`config.mk`:
```
export PLATFORM = sky130hd
export DESIGN_NAME = writeback_arbiter
export DESIGN_NICKNAME = d
export VERILOG_FILES = /design/src/rtl/writeback_arbiter_pkg.sv /design/src/rtl/wb_aux_fifo.sv /design/src/rtl/writeback_arbiter.sv
export SDC_FILE = /design/constraint.sdc
export NUM_CORES = 1
export LEC_CHECK = 0
export BUFFER_PORTS_ARGS = -buffer_cell sky130_fd_sc_hd__buf_4
export CAP_MARGIN = 20
export CORE_ASPECT_RATIO = 2
export CORE_MARGIN = 10
export CORE_UTILIZATION = 26
export DETAILED_ROUTE_END_ITERATION = 6
export SLEW_MARGIN = 20
export SYNTH_ARGS = -nofsm -noshare
export SYNTH_HDL_FRONTEND = slang
export SYNTH_SLANG_ARGS = --single-unit
```
`constraint.sdc`:
```
create_clock -name Clock -period 2.3 [get_ports Clock]
set_input_delay 0.345 -clock Clock [delete_from_list [all_inputs] [get_ports Clock]]
set_output_delay 0.345 -clock Clock [all_outputs]
set_load 0.01 [all_outputs]
```
`src/rtl/writeback_arbiter_pkg.sv`:
```
// Shared writeback types and constants.
// Register address width, data width, zero register, aux FIFO states.
package writeback_arbiter_pkg;

  localparam int REG_ADDR_W = 5;
  localparam int DATA_WIDTH = 32;

  localparam logic [REG_ADDR_W-1:0] ZERO_REG = '0;

  typedef enum logic [1:0] {
    EMPTY = 2'd0,
    ONE   = 2'd1,
    FULL  = 2'd2
  } fifo_state_e;

endpackage

```
`src/rtl/wb_aux_fifo.sv`:
```
// Two-entry in-order FIFO for mul/div results awaiting writeback.
// Ports: push/pop strobes, head entry, empty/full flags, dest-reg hazard query.
module wb_aux_fifo
  import writeback_arbiter_pkg::*;
#(
  parameter int DW = 32
) (
  input  logic                  clk,
  input  logic                  rst_n,
  input  logic                  push_i,
  input  logic [REG_ADDR_W-1:0] push_reg_i,
  input  logic [DW-1:0]         push_data_i,
  input  logic                  pop_i,
  input  logic [REG_ADDR_W-1:0] query_reg_i,
  output logic                  query_hit_o,
  output logic [REG_ADDR_W-1:0] head_reg_o,
  output logic [DW-1:0]         head_data_o,
  output logic                  not_empty_o,
  output logic                  full_o
);

  fifo_state_e state_q, state_d;
  logic wr_ptr_q, wr_ptr_d;
  logic rd_ptr_q, rd_ptr_d;
  logic [REG_ADDR_W-1:0] reg_q [2];
  logic [REG_ADDR_W-1:0] reg_d [2];
  logic [DW-1:0] data_q [2];
  logic [DW-1:0] data_d [2];

  logic push_ok;
  logic pop_ok;
  logic [1:0] vld;
  logic [1:0] hit;

  assign not_empty_o = (state_q != EMPTY);
  assign full_o      = (state_q == FULL);

  // Never overfill or underflow, whatever the caller asks.
  assign push_ok = push_i && !full_o;
  assign pop_ok  = pop_i && not_empty_o;

  assign head_reg_o  = reg_q[rd_ptr_q];
  assign head_data_o = data_q[rd_ptr_q];

  // Hazard view uses pre-update contents.
  always_comb begin
    vld = 2'b00;
    hit = 2'b00;
    for (int i = 0; i < 2; i++) begin
      vld[i] = full_o ||
               ((state_q == ONE) && (rd_ptr_q == 1'(i)));
      hit[i] = vld[i] && (reg_q[i] == query_reg_i);
    end
    query_hit_o = (query_reg_i != ZERO_REG) && (|hit);
  end

  always_comb begin
    state_d  = state_q;
    wr_ptr_d = wr_ptr_q;
    rd_ptr_d = rd_ptr_q;
    reg_d    = reg_q;
    data_d   = data_q;
    if (push_ok) begin
      reg_d[wr_ptr_q]  = push_reg_i;
      data_d[wr_ptr_q] = push_data_i;
      wr_ptr_d         = ~wr_ptr_q;
    end
    if (pop_ok) begin
      rd_ptr_d = ~rd_ptr_q;
    end
    unique case (state_q)
      EMPTY: begin
        if (push_ok) state_d = ONE;
      end
      ONE: begin
        if (push_ok && !pop_ok) state_d = FULL;
        else if (pop_ok && !push_ok) state_d = EMPTY;
      end
      FULL: begin
        if (pop_ok) state_d = ONE;
      end
      default: state_d = EMPTY;
    endcase
  end

  always_ff @(posedge clk or negedge rst_n) begin
    if (!rst_n) begin
      state_q  <= EMPTY;
      wr_ptr_q <= 1'b0;
      rd_ptr_q <= 1'b0;
      for (int i = 0; i < 2; i++) begin
        reg_q[i]  <= ZERO_REG;
        data_q[i] <= '0;
      end
    end else begin
      state_q  <= state_d;
      wr_ptr_q <= wr_ptr_d;
      rd_ptr_q <= rd_ptr_d;
      reg_q    <= reg_d;
      data_q   <= data_d;
    end
  end

endmodule

```
`src/rtl/writeback_arbiter.sv`:
```
// Merges MEM/WB writes with queued mul/div results onto one RF port.
// Ports: pipe slot in, aux valid/ready in, hazard query, stall, RF write out.
module writeback_arbiter
  import writeback_arbiter_pkg::*;
#(
  parameter int STARVE_LIMIT = 4,
  parameter int DATA_WIDTH   = 32
) (
  input  logic                  Clock,
  input  logic                  Reset_n,
  input  logic                  Pipe_valid,
  input  logic                  Pipe_RegWrite,
  input  logic                  Pipe_MemtoReg,
  input  logic [DATA_WIDTH-1:0] Pipe_ALU_result,
  input  logic [DATA_WIDTH-1:0] Pipe_Mem_data,
  input  logic [REG_ADDR_W-1:0] Pipe_Write_register,
  input  logic                  Aux_valid,
  output logic                  Aux_ready,
  input  logic [REG_ADDR_W-1:0] Aux_Write_register,
  input  logic [DATA_WIDTH-1:0] Aux_Write_data,
  input  logic [REG_ADDR_W-1:0] Query_register,
  output logic                  Query_pending,
  output logic                  Stall_request,
  output logic                  RegWrite,
  output logic [REG_ADDR_W-1:0] Write_register,
  output logic [DATA_WIDTH-1:0] Write_data
);

  localparam int CW = $clog2(STARVE_LIMIT + 1);
  localparam logic [CW-1:0] LIM = CW'(STARVE_LIMIT);

  logic pipe_cand;
  logic [DATA_WIDTH-1:0] pipe_data;
  logic fifo_push;
  logic fifo_pop;
  logic fifo_ne;
  logic fifo_full;
  logic [REG_ADDR_W-1:0] head_reg;
  logic [DATA_WIDTH-1:0] head_data;

  logic we_q, we_d;
  logic [REG_ADDR_W-1:0] wreg_q, wreg_d;
  logic [DATA_WIDTH-1:0] wdata_q, wdata_d;
  logic [CW-1:0] starve_q, starve_d;
  logic stall_q, stall_d;

  assign pipe_cand = Pipe_valid && Pipe_RegWrite &&
                     (Pipe_Write_register != ZERO_REG);
  assign pipe_data = Pipe_MemtoReg ? Pipe_Mem_data
                                   : Pipe_ALU_result;

  assign Aux_ready = !fifo_full;
  // r0 pushes are handshaken but dropped here.
  assign fifo_push = Aux_valid && Aux_ready &&
                     (Aux_Write_register != ZERO_REG);
  // Pipe always wins; aux drains only in pipe-idle cycles.
  assign fifo_pop  = fifo_ne && !pipe_cand;

  wb_aux_fifo #(
    .DW(DATA_WIDTH)
  ) u_fifo (
    .clk         (Clock),
    .rst_n       (Reset_n),
    .push_i      (fifo_push),
    .push_reg_i  (Aux_Write_register),
    .push_data_i (Aux_Write_data),
    .pop_i       (fifo_pop),
    .query_reg_i (Query_register),
    .query_hit_o (Query_pending),
    .head_reg_o  (head_reg),
    .head_data_o (head_data),
    .not_empty_o (fifo_ne),
    .full_o      (fifo_full)
  );

  always_comb begin
    we_d    = 1'b0;
    wreg_d  = wreg_q;
    wdata_d = wdata_q;
    unique case (1'b1)
      pipe_cand: begin
        we_d    = 1'b1;
        wreg_d  = Pipe_Write_register;
        wdata_d = pipe_data;
      end
      fifo_pop: begin
        we_d    = 1'b1;
        wreg_d  = head_reg;
        wdata_d = head_data;
      end
      default: ;
    endcase
  end

  always_comb begin
    starve_d = starve_q;
    if (!fifo_ne || fifo_pop) starve_d = '0;
    else if (starve_q != LIM) starve_d = starve_q + CW'(1);
    // Raised once the counter has sat at the limit; drops with the pop.
    stall_d = fifo_ne && !fifo_pop && (starve_q == LIM);
  end

  always_ff @(posedge Clock or negedge Reset_n) begin
    if (!Reset_n) begin
      we_q     <= 1'b0;
      wreg_q   <= ZERO_REG;
      wdata_q  <= '0;
      starve_q <= '0;
      stall_q  <= 1'b0;
    end else begin
      we_q     <= we_d;
      wreg_q   <= wreg_d;
      wdata_q  <= wdata_d;
      starve_q <= starve_d;
      stall_q  <= stall_d;
    end
  end

  assign RegWrite       = we_q;
  assign Write_register = wreg_q;
  assign Write_data     = wdata_q;
  assign Stall_request  = stall_q;

endmodule

```
==> results by group <==
Final layout
  • Fillers: 2280
  • Post-route cell area: 8070 um^2
  • Nets: 742
  • Area taken by multi-input logic gates: 2720 um^2
  • Ratio of cells with drive above 1 in the final layout: 0.451
  • Antenna diodes: 0
  • Synth-to-Final Area Change: 35.0%
  • Sequential cell area: 3010 um^2

Place
  • Port-buffer cells: 157
  • Post-DP HPWL: 12400 um
  • Placed inst area: 7470 um^2
  • GPL Wtd Cong: 0.787

Critical path
  • Crit Path Class: reg -> out
  • CP arrival: 1790 ps
  • Reg2reg end: u_fifo.data_q[57]
  • Setup crit start kind: flip-flop
  • Worst Path Max Fanout: 10
  • Critical Path RT: 1960 ps
  • Setup slack, reg-to-reg: 560 ps
  • R2R depth: 4
  • Crit. End Element: output pin
  • Reg2reg start: u_fifo.state_q[1]

Logic synthesis
  • Syn_nets: 585
  • Netlist cell types: 36
  • Yosys top cell by area: dfrtp_1
  • Ys async rst share: 1.00
  • Post-synthesis cell area: 5970 um^2
  • Most numerous cell in the Yosys netlist: dfrtp_1
  • Share of Yosys cell area claimed by the top area cell type: 0.503
  • Yosys Warn Count: 0
  • Main flop type after synthesis: dfrtp_1
  • #FFs+latches synth: 120
  • Post-synth EDFFs: 0
  • Synth Instances: 466
  • Top cells by count, synth: dfrtp_1, mux2i_1, mux2_4, nor2_1, a21oi_1
  • Seq/Total Area, Yosys: 0.503
  • Avg Inst Size Synth: 12.8 um^2
  • Area contributors post-synth: dfrtp_1, mux2_4, mux2i_1

Clock tree
  • Max Buffers Root-to-Sink: 2
  • Clock slew at reported path FFs: 60 ps
  • Worst skew pair latency: 420 ps
  • Clk root buf: clkbuf_16
  • Clock sinks: 120
  • Max H-tree Level: 4
  • Num CTS Buffers: 17
  • CTS tree: built

Timing
  • Post-layout minimum cycle time: 2140 ps
  • Slew HR: 0.597
  • Top achievable clock speed: 0.468 GHz
  • Setup TNS: 0 ps
  • RSZ-0062 raised after global routing: false
  • Hold Vio Cnt, Final: 0
  • Final setup viols: 0
  • Slew Viols, Final: 0
  • Layout Skew: 11.5 ps
  • Final period utilization: 0.928
  • Pin slew with the least headroom to its limit: 605 ps

GRT
  • Initial antenna violation count: 0
  • Met1 Usage GRT: 0.111
  • GRT Max-Usage Layer: met2
  • All-layer global routing usage: 0.112
  • Vias in the first global route: 4511
  • First-pass GRT wire length: 25500 um
  • M3 GR Usage: 0.0276
  • Largest net degree at the start of global routing: 81
  • M2 GR Usage: 0.212
  • Total global routing overflow: 0

Detailed routing
  • DRC viols: 0
  • Via/cell ratio: 4.60
  • Wire per inst: 18.4 um
  • 1st-iter DRT viols: 167
  • DR pass1 iterations: 4
  • DR vias: 4212
  • Routed WL: 16900 um
  • DRT antenna net count: 0

Hold path
  • Hold EP: Write_register[3]
  • Hold_sp: Pipe_Write_register[3]
  • Hold Path Stages: 3
  • Hold crit path type: in -> reg

Run status
  • Status: finished clean

Run
  • Total of max-cap violations: 0

Power
  • Max VDD drop: 0.495 mV
  • LEAKAGE: 0.00380 uW
  • Pwr dens: 1070 nW/um^2

Floorplanning
  • Initial Utilization: 0.264
  • Area of the core: 22600 um^2
  • Die Span X: 127 um
  • I/O pin cnt: 158
  • Die Ht: 234 um
  • Std cell rows: 78
  • Die area: 29800 um^2
-- cell usage in the layout, fill, tap and decap left out, drive strengths merged, types with 4 or more instances in the layout --
cell type / count
a211oi: 32
o21ai: 8
nor2: 40
clkinv: 5
clkinvlp: 6
mux2: 74
dfrtp: 120
nor3: 5
nand2: 8
inv: 4
a21oi: 39
mux2i: 71
buf: 170
xnor2: 7
xor2: 5
clkbuf: 19
-- area by class of cell --
cell class | instances | share of cell area
inverter | 3 | 0.00140
clock buffer | 19 | 0.0561
tap | 280 | 0.0434
sequential | 120 | 0.373
multi-input combinational | 310 | 0.338
clock inverter | 13 | 0.0154
timing repair buffer | 171 | 0.173
-- how the worst max path moves through the flow --
stage / slack [ps] / startpoint / end
after global placement: 210 / Aux_Write_register[1] / u_fifo.data_q[61]
after detailed placement: 190 / Aux_Write_register[1] / u_fifo.data_q[61]
final: 160 / u_fifo.rd_ptr_q / Query_pending
after CTS: 40 / u_fifo.state_q[1] / Query_pending
after global routing: 30 / u_fifo.rd_ptr_q / Query_pending
after floorplan: 450 / Aux_Write_register[1] / u_fifo.data_q[10]
-- where the power goes --
| group | switching, uW | internal (uW) |
|---|---|---|
| clock | 1030 | 1550 |
| sequential | 454 | 2790 |
| combinational | 1220 | 1580 |
-- sequential cells by signal, summed over array words and instances (netlist names) --
signal	count
u_fifo.wr_ptr_q	1
Write_register	5
u_fifo.reg_q	10
Write_data	32
starve_q	3
u_fifo.data_q	64
u_fifo.rd_ptr_q	1
RegWrite	1
Stall_request	1
u_fifo.state_q	2
-- stage by stage --
stage / worst slack [ps] / total power (uW) / utilization / hold WS, ps / cells
2_1_floorplan: 449 / 5000 / - / 49.4 / 466
3_3_place_gp: 208 / 6060 / 0.330 / 387 / 883
3_5_place_dp: 187 / 6120 / 0.330 / 393 / 883
4_1_cts: 39.2 / 8760 / 0.356 / 121 / 916
5_1_grt: 31.1 / 9120 / 0.356 / 145 / 916
6_report: 165 / 8620 / 0.356 / 141 / 916
-- cells by family after synthesis --
group / Yosys count / share of synthesized area
simple gates: 66 / 0.0524
buf+inv: 36 / 0.0440
flops: 120 / 0.503
mux: 145 / 0.289
compound gates: 85 / 0.0901
xor+xnor: 12 / 0.0176
fa+ha+maj: 2 / 0.00419
-- per-layer routing --
layer	up-vias	wire length, um
li1	2014	-
met1	2106	6120
met2	77	9840
met3	15	650
met4	0	285
met5	-	0
-- critical path, cell delays in order, from the launching register on --
cell,delay [ps]
dfrtp_2,520
nor3b_1,230
o2111ai_1,150
nor3_1,210
o22a_1,160
buf_4,110
-- repair_timing --
action	in CTS	in global routing
gates resized for setup	1	3
endpoints found under the setup margin	1	1
hold buffers	1	0
buffers inserted	0	0
endpoints found under the hold margin	40	0
No activity file was read; power rests on OpenSTA's default activity.
